<file path="config.mk">
export PLATFORM = sky130hd
export DESIGN_NAME = mem_lane_ctrl
export DESIGN_NICKNAME = d
export VERILOG_FILES = /design/src/rtl/mem_lane_ctrl.sv
export SDC_FILE = /design/constraint.sdc
export NUM_CORES = 1
export LEC_CHECK = 0
export ABC_AREA = 1
export BUFFER_PORTS_ARGS = -buffer_cell sky130_fd_sc_hd__buf_2
export CAP_MARGIN = 40
export CORE_UTILIZATION = 45
export CTS_CLUSTER_SIZE = 40
export DETAILED_ROUTE_END_ITERATION = 10
export GPL_TIMING_DRIVEN = 0
export MAX_ROUTING_LAYER = met4
export PLACE_DENSITY = 0.82
export SETUP_SLACK_MARGIN = 0.5
export SYNTH_ARGS = -nofsm -noshare
export SYNTH_HDL_FRONTEND = slang
export SYNTH_SLANG_ARGS = --single-unit
</file>
<file path="constraint.sdc">
create_clock -name clk -period 4.59 [get_ports clk]
set_input_delay 0.6885 -clock clk [delete_from_list [all_inputs] [get_ports clk]]
set_output_delay 0.6885 -clock clk [all_outputs]
set_load 0.02 [all_outputs]
</file>
<file path="src/rtl/mem_lane_ctrl.sv">
// mem_lane_ctrl
//   Memory-side responder for the 4-bit byte-enable access code produced by
//   the load/store decoder. The attached data memory is word-wide and has no
//   byte strobes, so sub-word stores become a read-modify-write sequence.
//   Loads return the selected lane, zero- or sign-extended to 32 bits.
//
// Ports
//   clk, reset          rising-edge clock, asynchronous active-high reset
//   req/we/addr/wdata/be core request (sampled in IDLE only, when ready=1)
//   ready               high in IDLE
//   done/err            one-cycle completion pulse; err valid with done
//   rdata               last load result, held between loads
//   mem_req/mem_we      memory request (held until mem_ack), write flag
//   mem_addr            word address (addr[ADDR_W-1:2])
//   mem_wdata           full word to write
//   mem_rdata/mem_ack   read word and one-cycle acknowledge
//
// Build option
//   MEM_TIMEOUT_EN  when defined, a request left unacknowledged for TIMEOUT
//                   cycles is abandoned and completes with err=1. When not
//                   defined the controller waits for mem_ack indefinitely.
//
// be codes (lane = be[1:0])
//   1111 word | 00bb byte, zero-ext | 01bb half bb[1], zero-ext
//   10bb signed byte (load only) | 11b0 signed half (load only) | 1101 illegal

module mem_lane_ctrl #(
    parameter int ADDR_W  = 32,
    parameter int TIMEOUT = 16
) (
    input  logic              clk,
    input  logic              reset,
    input  logic              req,
    input  logic              we,
    input  logic [ADDR_W-1:0] addr,
    input  logic [31:0]       wdata,
    input  logic [3:0]        be,
    output logic              ready,
    output logic              done,
    output logic              err,
    output logic [31:0]       rdata,
    output logic              mem_req,
    output logic              mem_we,
    output logic [ADDR_W-3:0] mem_addr,
    output logic [31:0]       mem_wdata,
    input  logic [31:0]       mem_rdata,
    input  logic              mem_ack
);

    typedef enum logic [1:0] {
        S_IDLE  = 2'd0,
        S_READ  = 2'd1,
        S_WRITE = 2'd2,
        S_RESP  = 2'd3
    } state_t;

    state_t            state_q, state_d;
    logic              we_q, we_d;
    logic [3:0]        be_q, be_d;
    logic [15:0]       sdata_q, sdata_d;     // sub-word store data; word stores go straight to mem_wdata
    logic              err_q, err_d;
    logic [31:0]       rdata_q, rdata_d;
    logic              mem_req_q, mem_req_d;
    logic              mem_we_q, mem_we_d;
    logic [ADDR_W-3:0] mem_addr_q, mem_addr_d;
    logic [31:0]       mem_wdata_q, mem_wdata_d;

    logic              ack_hit;
    logic              timeout_hit;
    logic              illegal;
    logic [7:0]        byte_sel;
    logic [15:0]       half_sel;
    logic [31:0]       load_val;
    logic [31:0]       merged;

    // The lane is carried by be, so the low address bits are deliberately dropped.
    logic unused_addr_lo;
    assign unused_addr_lo = ^addr[1:0];

    // An ack only counts while our request is actually on the bus, which
    // also makes stray acks in IDLE/RESP harmless.
    assign ack_hit = mem_req_q & mem_ack;

    // Stores may only use the word code or the zero-extended 0xxx codes;
    // 1101 is illegal for both directions.
    always_comb begin
        illegal = 1'b0;
        if (be == 4'b1101)
            illegal = 1'b1;
        else if (we && be[3] && (be != 4'b1111))
            illegal = 1'b1;
    end

    // ---------------------------------------------------------------
    // Lane extraction for loads
    // ---------------------------------------------------------------
    always_comb begin
        byte_sel = mem_rdata[7:0];
        case (be_q[1:0])
            2'd0: byte_sel = mem_rdata[7:0];
            2'd1: byte_sel = mem_rdata[15:8];
            2'd2: byte_sel = mem_rdata[23:16];
            2'd3: byte_sel = mem_rdata[31:24];
            default: byte_sel = mem_rdata[7:0];
        endcase
    end

    assign half_sel = be_q[1] ? mem_rdata[31:16] : mem_rdata[15:0];

    always_comb begin
        load_val = mem_rdata;
        if (be_q != 4'b1111) begin
            if (be_q[2])
                load_val = {{16{be_q[3] & half_sel[15]}}, half_sel};
            else
                load_val = {{24{be_q[3] & byte_sel[7]}}, byte_sel};
        end
    end

    // ---------------------------------------------------------------
    // Merge for sub-word stores: only the addressed lane(s) change
    // ---------------------------------------------------------------
    always_comb begin
        merged = mem_rdata;
        if (be_q[2]) begin
            if (be_q[1])
                merged[31:16] = sdata_q;
            else
                merged[15:0]  = sdata_q;
        end else begin
            case (be_q[1:0])
                2'd0: merged[7:0]   = sdata_q[7:0];
                2'd1: merged[15:8]  = sdata_q[7:0];
                2'd2: merged[23:16] = sdata_q[7:0];
                2'd3: merged[31:24] = sdata_q[7:0];
                default: merged = mem_rdata;
            endcase
        end
    end

    // ---------------------------------------------------------------
    // Optional request timeout
    // ---------------------------------------------------------------
`ifdef MEM_TIMEOUT_EN
    localparam int TW = $clog2(TIMEOUT + 1);
    logic [TW-1:0] tmo_q, tmo_d;

    // Fires on the TIMEOUT-th consecutive unacknowledged request cycle.
    assign timeout_hit = mem_req_q & ~mem_ack & (tmo_q == TW'(TIMEOUT - 1));

    always_comb begin
        tmo_d = '0;
        // Cleared on every state change, so each READ/WRITE entry starts at 0.
        if ((state_q == state_d) && ((state_q == S_READ) || (state_q == S_WRITE))) begin
            tmo_d = tmo_q;
            if (mem_req_q && !mem_ack)
                tmo_d = tmo_q + 1'b1;
        end
    end

    always_ff @(posedge clk or posedge reset) begin
        if (reset)
            tmo_q <= '0;
        else
            tmo_q <= tmo_d;
    end
`else
    assign timeout_hit = 1'b0;
`endif

    // ---------------------------------------------------------------
    // Next-state and datapath updates
    // ---------------------------------------------------------------
    always_comb begin
        state_d     = state_q;
        we_d        = we_q;
        be_d        = be_q;
        sdata_d     = sdata_q;
        err_d       = err_q;
        rdata_d     = rdata_q;
        mem_addr_d  = mem_addr_q;
        mem_wdata_d = mem_wdata_q;

        case (state_q)
            S_IDLE: begin
                if (req) begin
                    we_d       = we;
                    be_d       = be;
                    sdata_d    = wdata[15:0];
                    mem_addr_d = addr[ADDR_W-1:2];
                    err_d      = illegal;
                    if (illegal) begin
                        state_d = S_RESP;
                    end else if (we && (be == 4'b1111)) begin
                        mem_wdata_d = wdata;
                        state_d     = S_WRITE;
                    end else begin
                        state_d = S_READ;
                    end
                end
            end
            S_READ: begin
                if (ack_hit) begin
                    if (we_q) begin
                        mem_wdata_d = merged;
                        state_d     = S_WRITE;
                    end else begin
                        rdata_d = load_val;
                        state_d = S_RESP;
                    end
                end else if (timeout_hit) begin
                    err_d   = 1'b1;
                    state_d = S_RESP;
                end
            end
            S_WRITE: begin
                if (ack_hit) begin
                    state_d = S_RESP;
                end else if (timeout_hit) begin
                    err_d   = 1'b1;
                    state_d = S_RESP;
                end
            end
            S_RESP: begin
                state_d = S_IDLE;
            end
            default: state_d = S_IDLE;
        endcase
    end

    // The request is registered: it rises the cycle after entering READ/WRITE
    // and falls the cycle after the ack, which guarantees an idle bus cycle
    // between the read and write halves of a read-modify-write.
    always_comb begin
        mem_req_d = 1'b0;
        if ((state_q == S_READ) || (state_q == S_WRITE))
            mem_req_d = ~ack_hit & ~timeout_hit;
        mem_we_d = mem_req_d & (state_q == S_WRITE);
    end

    always_ff @(posedge clk or posedge reset) begin
        if (reset) begin
            state_q     <= S_IDLE;
            we_q        <= 1'b0;
            be_q        <= 4'b0;
            sdata_q     <= 16'h0;
            err_q       <= 1'b0;
            rdata_q     <= 32'h0;
            mem_req_q   <= 1'b0;
            mem_we_q    <= 1'b0;
            mem_addr_q  <= '0;
            mem_wdata_q <= 32'h0;
        end else begin
            state_q     <= state_d;
            we_q        <= we_d;
            be_q        <= be_d;
            sdata_q     <= sdata_d;
            err_q       <= err_d;
            rdata_q     <= rdata_d;
            mem_req_q   <= mem_req_d;
            mem_we_q    <= mem_we_d;
            mem_addr_q  <= mem_addr_d;
            mem_wdata_q <= mem_wdata_d;
        end
    end

    assign ready     = (state_q == S_IDLE);
    assign done      = (state_q == S_RESP);
    assign err       = done & err_q;
    assign rdata     = rdata_q;
    assign mem_req   = mem_req_q;
    assign mem_we    = mem_we_q;
    assign mem_addr  = mem_addr_q;
    assign mem_wdata = mem_wdata_q;

endmodule
</file>
==> flow_summary_export.csv <==
group,metric,value,unit
sta,clock_skew,0.00960,ns
synth,syn_area,6390,um^2
setup_path,startpoint,"state_q[1]$_DFFE_PP0P_",
final_layout,final_cell_mix,"nand2_1, buf_2, dfrtp_1",
synth,syn_area_per_cell,7.93,um^2
floorplan,io_pins,204,
synth,yosysUniqueCellTypes,27,
setup_path,cp.arrival,2.80,ns
clocking,clock-root-buffer,"clkbuf_16",
global_route,grt-ovfl-total,0,
global_route,grt_pass1_vias,6499,
sta,relSlewSlack,59.7,%
clocking,numCtsBuffers,17,
place,place_hpwl,16200,um
power_and_ir_drop,power-per-cell-area,815,nW/um^2
clocking,cts_buffer_depth,2,
sta,fin_hold_ws,0.245,ns
floorplan,rows,43,
sta,fin_crit_sh,53.2,%
clocking,cts_setup_buffers,0,
clocking,cts_tree,"built",
place,io_buffers,201,
drt,wl_per_cell,17.4,um
setup_path,rr_startpoint,"state_q[1]$_DFFE_PP0P_",
floorplan,die_h,121,um
sta,rsz0062_at_grt,"no",
drt,first_iter_violations,430,
global_route,grt_pass1_wl,33000,um
clocking,path_clk_slew,0.05,ns
setup_path,critical_path_class,"reg -> reg",
setup_path,critPathCaptureType,"register",
sta,worst_pin_slew,0.604,ns
sta,setup_tns,0,ns
sta,max_freq,410,MHz
global_route,antenna_found_initial,1,
final_layout,nFillCells,1285,
setup_path,r2r_slack,2.15,ns
setup_path,required,4.95,ns
setup_path,cp_max_fo,10,
global_route,grt_max_degree,88,
floorplan,die_area,14700,um^2
clocking,worstSkewPairLatency,0.42,ns
floorplan,die-width,121,um
sta,min_period,2.44,ns
final_layout,area_delta_synth_final,29.3,%
worst_hold_path,hold_path_class,"in -> async",
clocking,cts_num_sinks,120,
sta,slew_violations,0,
setup_path,r2r-end,"rdata[4]$_DFFE_PP0P_",
synth,ys_ff_latch,120,
drt,ant_nets,0,
drt,drt-total-wl,21200,um
clocking,h-tree-depth,4,
setup_path,worstSetupStartpointType,"register",
synth,synth_nets,914,
sta,hold_viol,0,
final_layout,fin_util,59.5,%
place,gp_congestion,0.998,
synth,yosys_warnings,0,
power_and_ir_drop,vdd_drop_max,0.427,mV
clocking,ctsHoldBuffers,0,
final_layout,fin_nets,1135,
final_layout,drive_gt1_share,29.9,%
outcome,status,"finished, final reports clean",
floorplan,coreArea,13900,um^2
drt,remaining_drc_errors,0,
setup_path,r2r_cells,10,
floorplan,initial_core_util,46.0,%
drt,drtPass1Iterations,5,
global_route,grt_usage,30.9,%
power_and_ir_drop,finalPower,6730,uW
place,place_inst,1187,
synth,syn_inst,805,
final_layout,layout_commonest_cell,"nand2_1",
synth,yosysSeqAreaShare,47.0,%
final_layout,layoutNonFillerInstCount,1220,
setup_path,crit_end,"rdata[4]$_DFFE_PP0P_",
sta,setup_viol,0,
drt,vias,6551,
drt,vias_per_cell,5.37,
power_and_ir_drop,power.leakage,0.00429,uW
run,max_cap_violations,0,
clocking,post_cts_resized,0,
registers in the layout, indices dropped and copies added (netlist names):
name       flops
err_q          1
sdata_q       16
rdata         32
be_q           4
mem_req        1
mem_we         1
we_q           1
mem_addr      30
mem_wdata     32
state_q        2
worst min-delay path by stage:
stage / startpoint / endpoint / slack, ns / cells after the start
floorplan: sdata_q[0]$_DFFE_PP0P_ / sdata_q[0]$_DFFE_PP0P_ / 0.45 / 2
finish: reset / mem_addr[8]$_DFFE_PP0P_ / 0.24 / 2
detailed placement: mem_wdata[18]$_DFFE_PP0P_ / mem_wdata[18]$_DFFE_PP0P_ / 0.46 / 2
CTS: reset / mem_addr[8]$_DFFE_PP0P_ / 0.24 / 2
global placement: rdata[15]$_DFFE_PP0P_ / rdata[15]$_DFFE_PP0P_ / 0.46 / 2
global route: reset / mem_addr[8]$_DFFE_PP0P_ / 0.26 / 2
kinds of logic (layout without fill, tap and decap cells):
kind of cell    after synthesis  in the layout  synth area share, %
other cells                   0              1                    0
simple gates                339            339                 21.0
compound gates              211            211                 18.5
fa+ha+maj                     4              4                0.784
mux                          38             38                 6.70
flops                       120            120                 47.0
buf+inv                      93            327                 5.99
synthesized netlist by cell type, drive strengths merged:
cell type / count / area [um^2]
dfrtp: 120 / 3000
mux2: 38 / 428
buf: 21 / 113
o211ai: 25 / 188
a21oi: 86 / 468
nor2: 33 / 131
inv: 42 / 158
clkbuf: 30 / 113
nand3: 32 / 160
o21ai: 88 / 440
and3: 1 / 6.26
a31oi: 1 / 6.26
o22ai: 1 / 6.26
o31ai: 8 / 60.1
o21bai: 2 / 15.0
nand4: 1 / 6.26
or2: 1 / 6.26
nand2: 271 / 1030
ha: 4 / 50.1
layout make-up:
| cell class | instances | area, um^2 | share of cell area (%) |
|---|---|---|---|
| antenna | 1 | 2.50 | 0.0303 |
| buffer | 51 | 225 | 2.73 |
| clock buffer | 20 | 457 | 5.53 |
| clock inverter | 12 | 149 | 1.80 |
| inverter | 42 | 163 | 1.97 |
| multi-input combinational | 592 | 3000 | 36.3 |
| sequential | 120 | 3000 | 36.4 |
| tap | 180 | 225 | 2.73 |
| timing repair buffer | 202 | 1030 | 12.5 |
power by group:
group | internal, uW | total (uW) | switching, uW
Combinational | 1170 | 3480 | 2310
Clock | 878 | 1370 | 492
Sequential | 1580 | 1880 | 300
Total | 3630 | 6730 | 3100
metrics by stage:
step	setup WS, ns	instance area (um^2)
floorplan	0.716	6390
global placement	-0.571	7620
detailed placement	2.25	7650
CTS	2.21	8260
global route	2.05	8260
finish	2.15	8260
layer usage:
| metal | routed length [um] | track usage, % | up-vias |
|---|---|---|---|
| li1 | - | - | 3124 |
| met1 | 9230 | 39.2 | 3047 |
| met2 | 9450 | 46.1 | 330 |
| met3 | 1780 | 8.22 | 50 |
| met4 | 777 | 14.4 | 0 |
| met5 | 0 | - | - |
critical path, stage by stage (launching register included):
cell	delay, ns
dfrtp_1	0.39
inv_1	0.12
ha_1	0.15
buf_2	0.23
inv_2	0.13
nor2_1	0.17
nand2_1	0.22
inv_1	0.17
clkbuf_1	0.43
o211ai_1	0.25
nand2_1	0.12
No activity file was read; power rests on OpenSTA's default activity.
